==> src/rtl/flappy_game_ctrl.sv <==
// -----------------------------------------------------------------------------
// flappy_game_ctrl
//
// Top-level game sequencer for the flappy-bird style game. Owns the game state
// machine (IDLE -> PLAYING -> DYING -> GAME_OVER -> IDLE). It generates the
// free-running frame tick, turns the flap button level into single flap
// events, scores pipes as their right edge passes the bird, and drives the
// pipe generator's game-reset and move-enable inputs.
//
// Optional feature (compile-time macro HIGH_SCORE_EN):
//   defined     -> adds output high_score, updated on entry to GAME_OVER and
//                  cleared only by rst.
//   not defined -> no high_score port or register.
//
// Ports:
//   clk        in   system clock
//   rst        in   asynchronous active-high reset
//   flap_btn   in   flap button level, already synchronized to clk
//   collision  in   bird/pipe/ground overlap flag (used in PLAYING only)
//   pipe_x     in   [10:0] current pipe left-edge x from pipe_generator
//   frame_tick out  one-cycle pulse every TICK_DIV cycles, free-running
//   pipe_move  out  one-cycle pipe step pulse to pipe_generator
//   reset_game out  holds pipe_generator in reset outside of a game
//   bird_flap  out  one-cycle flap impulse to bird physics
//   score      out  [SCORE_W-1:0] pipes passed this game (saturating)
//   state      out  [1:0] 0 IDLE, 1 PLAYING, 2 DYING, 3 GAME_OVER
//   game_over  out  high while in GAME_OVER
//   high_score out  [SCORE_W-1:0] best score since rst (HIGH_SCORE_EN only)
// -----------------------------------------------------------------------------
module flappy_game_ctrl #(
  parameter int TICK_DIV     = 833333,
  parameter int BIRD_X       = 200,
  parameter int PIPE_W       = 60,
  parameter int DEATH_FRAMES = 30,
  parameter int SCORE_W      = 8
) (
  input  logic               clk,
  input  logic               rst,
  input  logic               flap_btn,
  input  logic               collision,
  input  logic [10:0]        pipe_x,
  output logic               frame_tick,
  output logic               pipe_move,
  output logic               reset_game,
  output logic               bird_flap,
  output logic [SCORE_W-1:0] score,
  output logic [1:0]         state,
  output logic               game_over
`ifdef HIGH_SCORE_EN
  ,
  output logic [SCORE_W-1:0] high_score
`endif
);

  localparam int TICK_W  = $clog2(TICK_DIV);
  localparam int DEATH_W = $clog2(DEATH_FRAMES + 1);

  localparam logic [TICK_W-1:0]  TICK_LAST  = TICK_W'(TICK_DIV - 1);
  localparam logic [DEATH_W-1:0] DEATH_LAST = DEATH_W'(DEATH_FRAMES - 1);
  localparam logic [11:0]        BIRD_X_12  = 12'(BIRD_X);
  localparam logic [11:0]        PIPE_W_12  = 12'(PIPE_W);

  typedef enum logic [1:0] {
    ST_IDLE      = 2'd0,
    ST_PLAYING   = 2'd1,
    ST_DYING     = 2'd2,
    ST_GAME_OVER = 2'd3
  } state_t;

  state_t               r_state;
  state_t               w_next_state;
  logic [TICK_W-1:0]    r_tick_cnt;
  logic                 r_frame_tick;
  logic                 r_flap_q;
  logic [11:0]          r_right_q;
  logic [DEATH_W-1:0]   r_death_cnt;
  logic [DEATH_W-1:0]   w_death_cnt_d;
  logic [SCORE_W-1:0]   r_score;
  logic [SCORE_W-1:0]   w_score_d;
  logic                 r_pipe_move;
  logic                 w_pipe_move_d;
  logic                 r_bird_flap;
  logic                 w_bird_flap_d;
  logic                 r_reset_game;
  logic                 r_game_over;

  logic                 w_flap_evt;
  logic [11:0]          w_right;
  logic                 w_pass;

  // Rising edge of the button level: a held button yields one event.
  assign w_flap_evt = flap_btn & ~r_flap_q;

  // Right edge at 12 bits so pipe_x near 2047 plus PIPE_W cannot wrap.
  assign w_right = {1'b0, pipe_x} + PIPE_W_12;

  // The right edge crossed the bird's left edge this cycle. A respawn makes
  // the right edge jump upward, so it can never satisfy this.
  assign w_pass = (r_right_q >= BIRD_X_12) && (w_right < BIRD_X_12);

  // Free-running frame tick; the FSM never touches it.
  // NOTE: all clocked state is assigned with <= so every register samples
  // the pre-edge value of every other register, independent of block order.
  always_ff @(posedge clk or posedge rst) begin
    if (rst) begin
      r_tick_cnt   <= '0;
      r_frame_tick <= 1'b0;
    end else begin
      r_frame_tick <= (r_tick_cnt == TICK_LAST);
      r_tick_cnt   <= (r_tick_cnt == TICK_LAST) ? '0 : r_tick_cnt + 1'b1;
    end
  end

  // Next-state and next-output logic.
  // NOTE: every signal written here gets a default before the case statement
  // so no path leaves it unassigned, which would otherwise infer a latch.
  always_comb begin
    w_next_state  = r_state;
    w_death_cnt_d = r_death_cnt;
    w_score_d     = r_score;
    w_pipe_move_d = 1'b0;
    w_bird_flap_d = 1'b0;
    case (r_state)
      ST_IDLE: begin
        if (w_flap_evt) begin
          w_next_state  = ST_PLAYING;
          w_score_d     = '0;
          w_bird_flap_d = 1'b1;
        end
      end
      ST_PLAYING: begin
        // The flap impulse is still emitted on the cycle the bird dies.
        w_bird_flap_d = w_flap_evt;
        if (collision) begin
          // Collision wins over a simultaneous pass: no increment.
          w_next_state  = ST_DYING;
          w_death_cnt_d = '0;
        end else begin
          w_pipe_move_d = r_frame_tick;
          if (w_pass && (r_score != '1)) begin
            w_score_d = r_score + 1'b1;
          end
        end
      end
      ST_DYING: begin
        if (r_frame_tick) begin
          if (r_death_cnt == DEATH_LAST) begin
            w_next_state = ST_GAME_OVER;
          end else begin
            w_death_cnt_d = r_death_cnt + 1'b1;
          end
        end
      end
      ST_GAME_OVER: begin
        // Only returns to IDLE; starting a game needs a fresh edge there.
        if (w_flap_evt) begin
          w_next_state = ST_IDLE;
        end
      end
      default: w_next_state = ST_IDLE;
    endcase
  end

  // State and registered outputs.
  always_ff @(posedge clk or posedge rst) begin
    if (rst) begin
      r_state      <= ST_IDLE;
      r_flap_q     <= 1'b0;
      r_right_q    <= '0;
      r_death_cnt  <= '0;
      r_score      <= '0;
      r_pipe_move  <= 1'b0;
      r_bird_flap  <= 1'b0;
      r_reset_game <= 1'b1;
      r_game_over  <= 1'b0;
    end else begin
      r_state      <= w_next_state;
      r_flap_q     <= flap_btn;
      r_right_q    <= w_right;
      r_death_cnt  <= w_death_cnt_d;
      r_score      <= w_score_d;
      r_pipe_move  <= w_pipe_move_d;
      r_bird_flap  <= w_bird_flap_d;
      r_reset_game <= (w_next_state == ST_IDLE);
      r_game_over  <= (w_next_state == ST_GAME_OVER);
    end
  end

`ifdef HIGH_SCORE_EN
  logic [SCORE_W-1:0] r_high_score;

  always_ff @(posedge clk or posedge rst) begin
    if (rst) begin
      r_high_score <= '0;
    end else if ((r_state == ST_DYING) && (w_next_state == ST_GAME_OVER) &&
                 (r_score > r_high_score)) begin
      r_high_score <= r_score;
    end
  end

  assign high_score = r_high_score;
`endif

  assign frame_tick = r_frame_tick;
  assign pipe_move  = r_pipe_move;
  assign reset_game = r_reset_game;
  assign bird_flap  = r_bird_flap;
  assign score      = r_score;
  assign state      = r_state;
  assign game_over  = r_game_over;

endmodule
==> config.mk <==
export PLATFORM = sky130hd
export DESIGN_NAME = flappy_game_ctrl
export DESIGN_NICKNAME = d
export VERILOG_FILES = /design/src/rtl/flappy_game_ctrl.sv
export SDC_FILE = /design/constraint.sdc
export NUM_CORES = 1
export LEC_CHECK = 0
export CORE_ASPECT_RATIO = 0.6
export CORE_MARGIN = 5
export CORE_UTILIZATION = 45
export DETAILED_ROUTE_END_ITERATION = 10
export PLACE_DENSITY = 0.66
export SYNTH_ARGS = -nofsm -noshare
export SYNTH_HDL_FRONTEND = slang
export SYNTH_SLANG_ARGS = --single-unit
==> constraint.sdc <==
create_clock -name clk -period 4 [get_ports clk]
set_input_delay 0.8 -clock clk [delete_from_list [all_inputs] [get_ports clk]]
set_output_delay 0.8 -clock clk [all_outputs]
set_load 0.05 [all_outputs]
==> flow_summary.json <==
{
  "run_status": "completed",
  "drc_errors": 0,
  "syn_avg_cell_area_um2": 10.11,
  "p_per_area_nw_per_um2": 438.1,
  "ioPinCount": 30,
  "post_cts_buffers": 0,
  "synthesis.area_um2": 2579,
  "core_area_um2": 5570,
  "finalSetupTns_ns": 0,
  "worstPathMaxFanout": 7,
  "vias": 1890,
  "crit_type": "input port to flop",
  "setup_violations": 0,
  "synth_seq_cells": 50,
  "most-common-layout-cells": "49 x dfrtp_1, 30 x nor2_1, 27 x clkdlybuf4s50_1",
  "fin_util": 0.5445,
  "startpoint": "pipe_x[2]",
  "first_iter_violations": 85,
  "startpoint_type": "input port",
  "ir_drop_mv": 0.2851,
  "multi_input_area_um2": 1244,
  "grt_max_degree": 51,
  "synth_cells": 255,
  "root_buffer": "clkbuf_8",
  "grt_pass1_vias": 1798,
  "power_w": 0.001329,
  "grt_pass1_wl_mm": 8.583,
  "cts.sinks": 50,
  "drive_gt1_frac": 0.09123,
  "period_share": 0.7593,
  "slowest_stage": "clkdlybuf4s50_1",
  "fin_ws_ns": 0.9627,
  "nets": 305,
  "min-delay-start": "r_tick_cnt[17]",
  "row_count": 21,
  "wl_mm": 4.927,
  "r2r-start": "r_tick_cnt[11]",
  "die_area_um2": 7394,
  "synth_fp_nets": 276,
  "final_max_slew_viol_count": 0,
  "final_common_cell": "dfrtp_1",
  "end_kind": "flop",
  "cts_resized": 0,
  "dieWidth_um": 107.7,
  "critPathArrivalTime_ns": 3.27,
  "start_util": 0.4629,
  "die_y_um": 68.64,
  "placed_cells": 357,
  "seq_area_um2": 1252,
  "dr.pass1.iters": 4,
  "cts_tree": "done",
  "portBuffers": 27,
  "rsz0062_at_grt": "no",
  "grt_overflow_total": 0,
  "grt.total_usage": 0.1486,
  "clockBufferDepth": 2,
  "clock_skew_ns": 0.01183,
  "diodes": 0,
  "fmax_mhz": 329.2,
  "crit_path_max_incr_delay_ns": 0.47,
  "routed_via_density": 5.178,
  "routabilityCongestion": 0.8358,
  "wire_per_inst_um": 13.50,
  "required_ns": 4.23,
  "async_flop_share": 1.000,
  "post-dp-hpwl_mm": 3.675,
  "ys_warn_count": 0,
  "min_path_type": "flop to flop",
  "ctsHtreeMaxLevel": 2,
  "hold_viol": 0,
  "antenna_found_initial": 0,
  "crit_chain": "clkdlybuf4s50_1 > inv_1 > ha_1 > nor3b_4 > o211ai_4 > nor4_4 > o211ai_2 > or4_1 > a21oi_1",
  "reg2reg_slack_ns": 1.79,
  "clkTransAtPathRegs_ns": 0.09,
  "relSlewSlack": 0.3260,
  "synth.distinct_cells": 53,
  "dpl_worst_slack_ns": 0.6492,
  "power_leakage_nw": 1.350,
  "yosysSeqAreaShare": 0.4857,
  "ctsHoldBuffers": 0,
  "synth_edf_count": 0,
  "final_cells": 365,
  "syn2layout_area_growth_pct": 17.61,
  "clkLatencyLatePin_ns": 0.30,
  "synth_ff_type": "dfrtp_1",
  "fin_crit_ns": 3.037,
  "ant_nets": 0,
  "cts-buffers-inserted": 5,
  "tightestPinTransition_ns": 1.010,
  "cap_viol_max_count": 0,
  "nFillCells": 512
}
[cell usage after synthesis, drive strengths merged (2+ instances only)]
master / count / area share
clkbuf: 2 / 0.0029
nand4b: 2 / 0.0068
nand2: 17 / 0.025
nor4: 8 / 0.030
a21o: 2 / 0.0058
nand2b: 2 / 0.0049
or4: 2 / 0.0058
inv: 13 / 0.019
or2: 3 / 0.0073
nor2: 30 / 0.044
and3: 12 / 0.030
nand3: 11 / 0.021
nand3b: 2 / 0.0058
ha: 6 / 0.029
xnor2: 12 / 0.041
buf: 4 / 0.010
xor2: 14 / 0.048
nor3: 5 / 0.0097
o211ai: 4 / 0.019
a21oi: 7 / 0.014
nor3b: 3 / 0.015
o21ai: 7 / 0.014
o31ai: 2 / 0.0058
nor2b: 2 / 0.0049
dfrtp: 49 / 0.48
and2: 4 / 0.010
nand4: 13 / 0.032
[worst paths after layout]
path,endpoint,cells after the start
min in group asynchronous,r_death_cnt[1],2
worst min register to register,r_tick_cnt[17],1
max in group asynchronous,r_right_q[6],2
worst max register to register,r_tick_cnt[18],4
worst max-delay path,score[2],9
worst min-delay path,r_tick_cnt[17],1
[registers in the layout, summed over array words and instances (netlist names)]
name / cells
game_over: 1
reset_game: 1
frame_tick: 1
r_tick_cnt: 20
bird_flap: 1
score: 8
r_right_q: 9
r_death_cnt: 5
state: 2
r_flap_q: 1
pipe_move: 1
[per-stage QoR]
step	cell area (um^2)	hold WS, ns
2_1_floorplan	2579	0.4601
3_3_place_gp	2923	0.4797
3_5_place_dp	2923	0.4802
4_1_cts	3033	0.4972
5_1_grt	3033	0.5257
6_report	3033	0.4970
[layer usage]
layer  part of all wire  up-vias  global-route usage
met2               0.38       38              0.2020
met1               0.57      888              0.2314
li1                   -      958                   -
met4              0.012        0             0.05354
met3              0.033        6             0.02791
met5                  0        -                   0
[report_power, final]
group	internal, W	total (W)	switching [W]
clock network	0.000175	0.000333	0.000158
logic	0.000133	0.000363	0.000230
registers	0.000565	0.000633	0.0000684
[cell type report]
type | count | share of cell area
Inverter | 13 | 0.01609
Clock buffer | 8 | 0.03630
Sequential cell | 50 | 0.4130
Tap cell | 80 | 0.03300
Timing Repair Buffer | 28 | 0.09158
Multi-Input combinational cell | 186 | 0.4101
[kinds of logic after synthesis]
group / count (synthesis) / share of synthesized area
AOI/OAI and AO/OA: 31 / 0.08830
xor gates and xnor gates: 26 / 0.08831
adders and majority gates: 6 / 0.02911
buffers and inverters: 19 / 0.03202
DFF: 50 / 0.4857
muxes: 1 / 0.003882
and+or+nand+nor: 122 / 0.2727
[critical path: cells and delay by family]
| kind | cells | cell delay (ns) |
|---|---|---|
| AOI/OAI and AO/OA | 3 | 0.52 |
| adders and majority gates | 1 | 0.24 |
| buffers and inverters | 2 | 0.56 |
| and+or+nand+nor | 3 | 1.15 |
No activity file was read; power rests on OpenSTA's default activity.
